==> config.mk <==
export PLATFORM = sky130hd
export DESIGN_NAME = instruction_register
export DESIGN_NICKNAME = d
export VERILOG_FILES = /design/src/rtl/instruction_register.sv
export SDC_FILE = /design/constraint.sdc
export NUM_CORES = 1
export LEC_CHECK = 0
export BUFFER_PORTS_ARGS = -buffer_cell sky130_fd_sc_hd__buf_2
export CORE_MARGIN = 2
export CORE_UTILIZATION = 42
export CTS_CLUSTER_SIZE = 16
export DETAILED_ROUTE_END_ITERATION = 6
export PLACE_DENSITY = 0.87
export SLEW_MARGIN = 20
export SYNTH_ARGS = -nofsm -noshare
export SYNTH_HDL_FRONTEND = slang
export SYNTH_SLANG_ARGS = --single-unit
==> constraint.sdc <==
create_clock -name clk -period 2.1 [get_ports clk]
set_input_delay 0.21 -clock clk [delete_from_list [all_inputs] [get_ports clk]]
set_output_delay 0.21 -clock clk [all_outputs]
set_load 0.02 [all_outputs]
==> src/rtl/instruction_register.sv <==
// Instruction register with combinational RV32 field extraction,
// format classification and sign-extended immediate generation.
module instruction_register #(
    parameter logic [31:0] RESET_VALUE = 32'h0000_0000
) (
    input  logic        clk,
    input  logic        reset,
    input  logic        ir_write,
    input  logic [31:0] instruction_in,
    output logic [31:0] instruction_out,
    output logic [6:0]  opcode,
    output logic [4:0]  rd,
    output logic [2:0]  funct3,
    output logic [4:0]  rs1,
    output logic [4:0]  rs2,
    output logic [6:0]  funct7,
    output logic [31:0] imm,
    output logic [2:0]  inst_type
);

    localparam logic [2:0] TypeR       = 3'd0;
    localparam logic [2:0] TypeI       = 3'd1;
    localparam logic [2:0] TypeS       = 3'd2;
    localparam logic [2:0] TypeB       = 3'd3;
    localparam logic [2:0] TypeU       = 3'd4;
    localparam logic [2:0] TypeJ       = 3'd5;
    localparam logic [2:0] TypeUnknown = 3'd7;

    logic [31:0] instr_q;
    logic [31:0] instr_d;

    // Next-state: load on ir_write, otherwise hold.
    always_comb begin
        instr_d = instr_q;
        if (ir_write) begin
            instr_d = instruction_in;
        end
    end

    // Single instruction register; reset overrides any pending load.
    always_ff @(posedge clk) begin
        if (reset) begin
            instr_q <= RESET_VALUE;
        end else begin
            instr_q <= instr_d;
        end
    end

    assign instruction_out = instr_q;

    // Raw fields are extracted for every format, never gated by type.
    assign opcode = instr_q[6:0];
    assign rd     = instr_q[11:7];
    assign funct3 = instr_q[14:12];
    assign rs1    = instr_q[19:15];
    assign rs2    = instr_q[24:20];
    assign funct7 = instr_q[31:25];

    // Classify the held instruction by opcode.
    always_comb begin
        inst_type = TypeUnknown;
        unique case (instr_q[6:0])
            7'b0110011: inst_type = TypeR;
            7'b0010011,
            7'b0000011,
            7'b1100111,
            7'b1110011: inst_type = TypeI;
            7'b0100011: inst_type = TypeS;
            7'b1100011: inst_type = TypeB;
            7'b0110111,
            7'b0010111: inst_type = TypeU;
            7'b1101111: inst_type = TypeJ;
            default:    inst_type = TypeUnknown;
        endcase
    end

    // Assemble the immediate for the decoded format; R and unknown give zero.
    always_comb begin
        imm = 32'h0000_0000;
        unique case (inst_type)
            TypeI:   imm = {{20{instr_q[31]}}, instr_q[31:20]};
            TypeS:   imm = {{20{instr_q[31]}}, instr_q[31:25], instr_q[11:7]};
            TypeB:   imm = {{19{instr_q[31]}}, instr_q[31], instr_q[7],
                            instr_q[30:25], instr_q[11:8], 1'b0};
            TypeU:   imm = {instr_q[31:12], 12'h000};
            TypeJ:   imm = {{11{instr_q[31]}}, instr_q[31], instr_q[19:12],
                            instr_q[20], instr_q[30:21], 1'b0};
            default: imm = 32'h0000_0000;
        endcase
    end

endmodule

==> metrics <==
number of flip-flops under the largest register name 32; Site Rows 24; Leakage Power 1.61 nW; ratio of final minimum period to clock period 99.5%; RD Place Congestion 0.930; Synthesis Warnings 0; Layout Skew 0 ps; 1st-pass router iterations 4; global-route usage over all layers approximately a fifth; syn_nets around 270; total count of max-transition violations in the final report 0; number of vias per cell after detailed routing 5.16; remaining max-slew budget at the tightest pin 59.6%; switching power summed over all nets 0.495 mW; CP endpoint kind output pin; cell count after placement 377; FF+latch area roughly 640 um2; internal portion of total power 1.13 mW; family with the most delay on the worst path compound AO/OA/AOI/OAI gates; starting utilization of the core area 44.4%; sequential-to-total area share from yosys stat 32.7%; number of antenna violations at the first check in global routing 0; type of the worst min-delay path in2reg; initial drt markers roughly 100; drt drc 0; clock-pin slew of the registers on the worst-case setup and hold paths 70 ps; final hold slack between 150 and 200 ps; clock tree sinks 32; number of buffer and inverter stages on the critical path 2; worst voltage drop across the vdd grid 0.391 mV; number of violations of the max-capacitance limit 0; fraction of power spent switching nets 30.4%; DR vias 2003; area of the mapped netlist 1960 um2; Core Box Area roughly 4400 um2; critical path depth 6; startpoint types flop; synthesized area per cell roughly 8.5 um2; distinct cell type count after synthesis 34; Tightest Pin Transition 605 ps; die area roughly 5200 um2; worst hold path cell count 3; proportion of layout cells with a drive suffix above 1 around 50%; number of buffers inserted during clock tree synthesis 5; R2R depth 3; Setup violations, final 0; num ports around 130; core occupancy in the finished layout 60.6%; leading cell types in the layout, fill and taps excluded sky130_fd_sc_hd__buf_2, sky130_fd_sc_hd__nor2_1, sky130_fd_sc_hd__mux2i_1, sky130_fd_sc_hd__dfxtp_1, sky130_fd_sc_hd__nand2_1; relative contribution of combinational cells to total power 21.7%; flop and latch count out of synthesis 32; area of the multi-input gates 1020 um2; Post-DRT Antenna Nets 0; Power Dens Cells 608 nW/um2; Clock H-tree levels 2; die height 72.3 um; area of all placed cells without fillers 2670 um2; sum of overflow across all layers after global routing 0; average wire per cell in the routed design between 10 and 15 um; delay of the slowest cell on the worst path 340 ps; die width between 70 and 80 um; Cell Count, Final, Fillers Out 388; clk buf depth 2; Gate Count Post-Synth 230; global-route wire length before repair between 8000 and 9000 um; Clock Root Buffer sky130_fd_sc_hd__clkbuf_8; hold violation count in the final report 0; CTS tree built; outcome completed; setup repair after global routing missed its margin yes; area of placed instances 2460 um2; area grow syn2layout 36.5%; fillcell total about 380; Clock power frac 35.9%; portion of total power attributed to sequential cells 42.4%; source-to-sink clock delay at the later pin of the worst-skew pair 280 ps; arrival time at the worst endpoint ~1900 ps; Period minus WS final 2090 ps; Worst path slowest cell sky130_fd_sc_hd__dfxtp_2; via count of the first global-routing pass 1797; port buffer count 133; maximum number of pins on one net before global-route repair 33; setup tns final 0 ps; HPWL after detailed placement 4040 um; total wire length 5730 um; biggest fanout along the worst timing path 13; cells along the critical path buf_6 -> or2_2 -> a211o_1 -> a21oi_4 -> a22o_1 -> buf_4; Worst EP required 1890 ps; antenna diode count 0; upper clock frequency limit between 0.4 and 0.5 GHz; start-to-end type of the worst setup path reg2out; number of nets at the end of the flow 370; leading cell type in the layout, fill and taps excluded sky130_fd_sc_hd__buf_2
==> area by class of cell <==
cell class,instances,area share [%]
clock buffer,5,2.57
clock inverter,3,1.59
inverter,5,0.702
multi-input combinational,145,38.3
sequential,32,24.1
tap,52,2.43
timing repair buffer,146,30.3
==> through the flow <==
stage / worst slack, ps / power [mW]
2_1_floorplan: 252 / 0.956
3_3_place_gp: 257 / 1.04
3_5_place_dp: 225 / 1.04
4_1_cts: 11.5 / 1.64
5_1_grt: -58.0 / 1.70
6_report: 10.6 / 1.63
==> final timing paths <==
path	from	end	slack (ps)
max reg2reg	instruction_out[5]$_SDFFE_PP0P_	instruction_out[5]$_SDFFE_PP0P_	1250
max	instruction_out[6]$_SDFFE_PP0P_	imm[3]	10
min reg2reg	instruction_out[6]$_SDFFE_PP0P_	instruction_out[6]$_SDFFE_PP0P_	540
min	instruction_in[8]	instruction_out[8]$_SDFFE_PP0P_	160
==> synth_stat cells (all sizes together) <==
| library cell | number | share of area [%] |
|---|---|---|
| nor4 | 1 | 0.32 |
| o21bai | 1 | 0.38 |
| o21a | 1 | 0.38 |
| or2 | 1 | 0.32 |
| a21o | 11 | 4.2 |
| nand2 | 15 | 2.9 |
| inv | 5 | 0.96 |
| o21ai | 3 | 0.77 |
| nand3 | 10 | 2.6 |
| a22o | 5 | 2.7 |
| nand4b | 2 | 1.2 |
| buf | 42 | 15 |
| o211ai | 2 | 0.77 |
| nand2b | 1 | 0.32 |
| a211oi | 2 | 1.3 |
| nor2 | 35 | 6.7 |
| dfxtp | 32 | 33 |
| o2bb2ai | 1 | 0.77 |
| o22ai | 1 | 0.32 |
| and2 | 7 | 2.2 |
| or3b | 1 | 0.45 |
| a211o | 1 | 0.45 |
| and4b | 2 | 1.0 |
| clkbuf | 6 | 1.2 |
| mux2i | 33 | 17 |
| a21oi | 7 | 2.0 |
| xor2 | 1 | 0.45 |
| a2111o | 1 | 0.58 |
==> cells by family (layout without fill, tap and decap cells) <==
| kind of cell | Yosys count | after routing | synth area share (%) |
|---|---|---|---|
| AO/OA/AOI/OAI | 36 | 36 | 14.6 |
| buffers and inverters | 53 | 159 | 17.4 |
| AND/OR/NAND/NOR | 75 | 75 | 18.0 |
| flip-flops | 32 | 32 | 32.7 |
| multiplexers | 33 | 33 | 16.9 |
| XOR/XNOR | 1 | 1 | 0.447 |
==> worst register-to-register path, stage by stage (launching register included) <==
cell	delay, ps
sky130_fd_sc_hd__dfxtp_2	380
sky130_fd_sc_hd__buf_4	160
sky130_fd_sc_hd__mux2i_1	120
sky130_fd_sc_hd__nor2_1	50
==> layer usage <==
metal / vias up / routed length [um] / GRT usage [%]
li1: 959 / - / -
met1: 947 / 2310 / 25.3
met2: 91 / 2990 / 35.8
met3: 6 / 360 / 4.58
met4: 0 / 62 / 7.34
met5: - / 0 / 0
==> power by group through the flow <==
stage | clock, mW | combinational (mW) | sequential [mW]
floorplan | 0 | 0.220 | 0.736
global placement | 0 | 0.337 | 0.698
detailed placement | 0 | 0.344 | 0.700
CTS | 0.599 | 0.350 | 0.688
global route | 0.626 | 0.378 | 0.695
finish | 0.584 | 0.353 | 0.690
==> repair_timing <==
action / in CTS / in global routing
endpoints found under the setup margin: 30 / 31
cloned: 0 / 1
gates resized for setup: 11 / 13
setup buffers: 1 / 1
pin swaps: 3 / 2
hold buffers: 0 / 0
No activity file was read; power rests on OpenSTA's default activity.
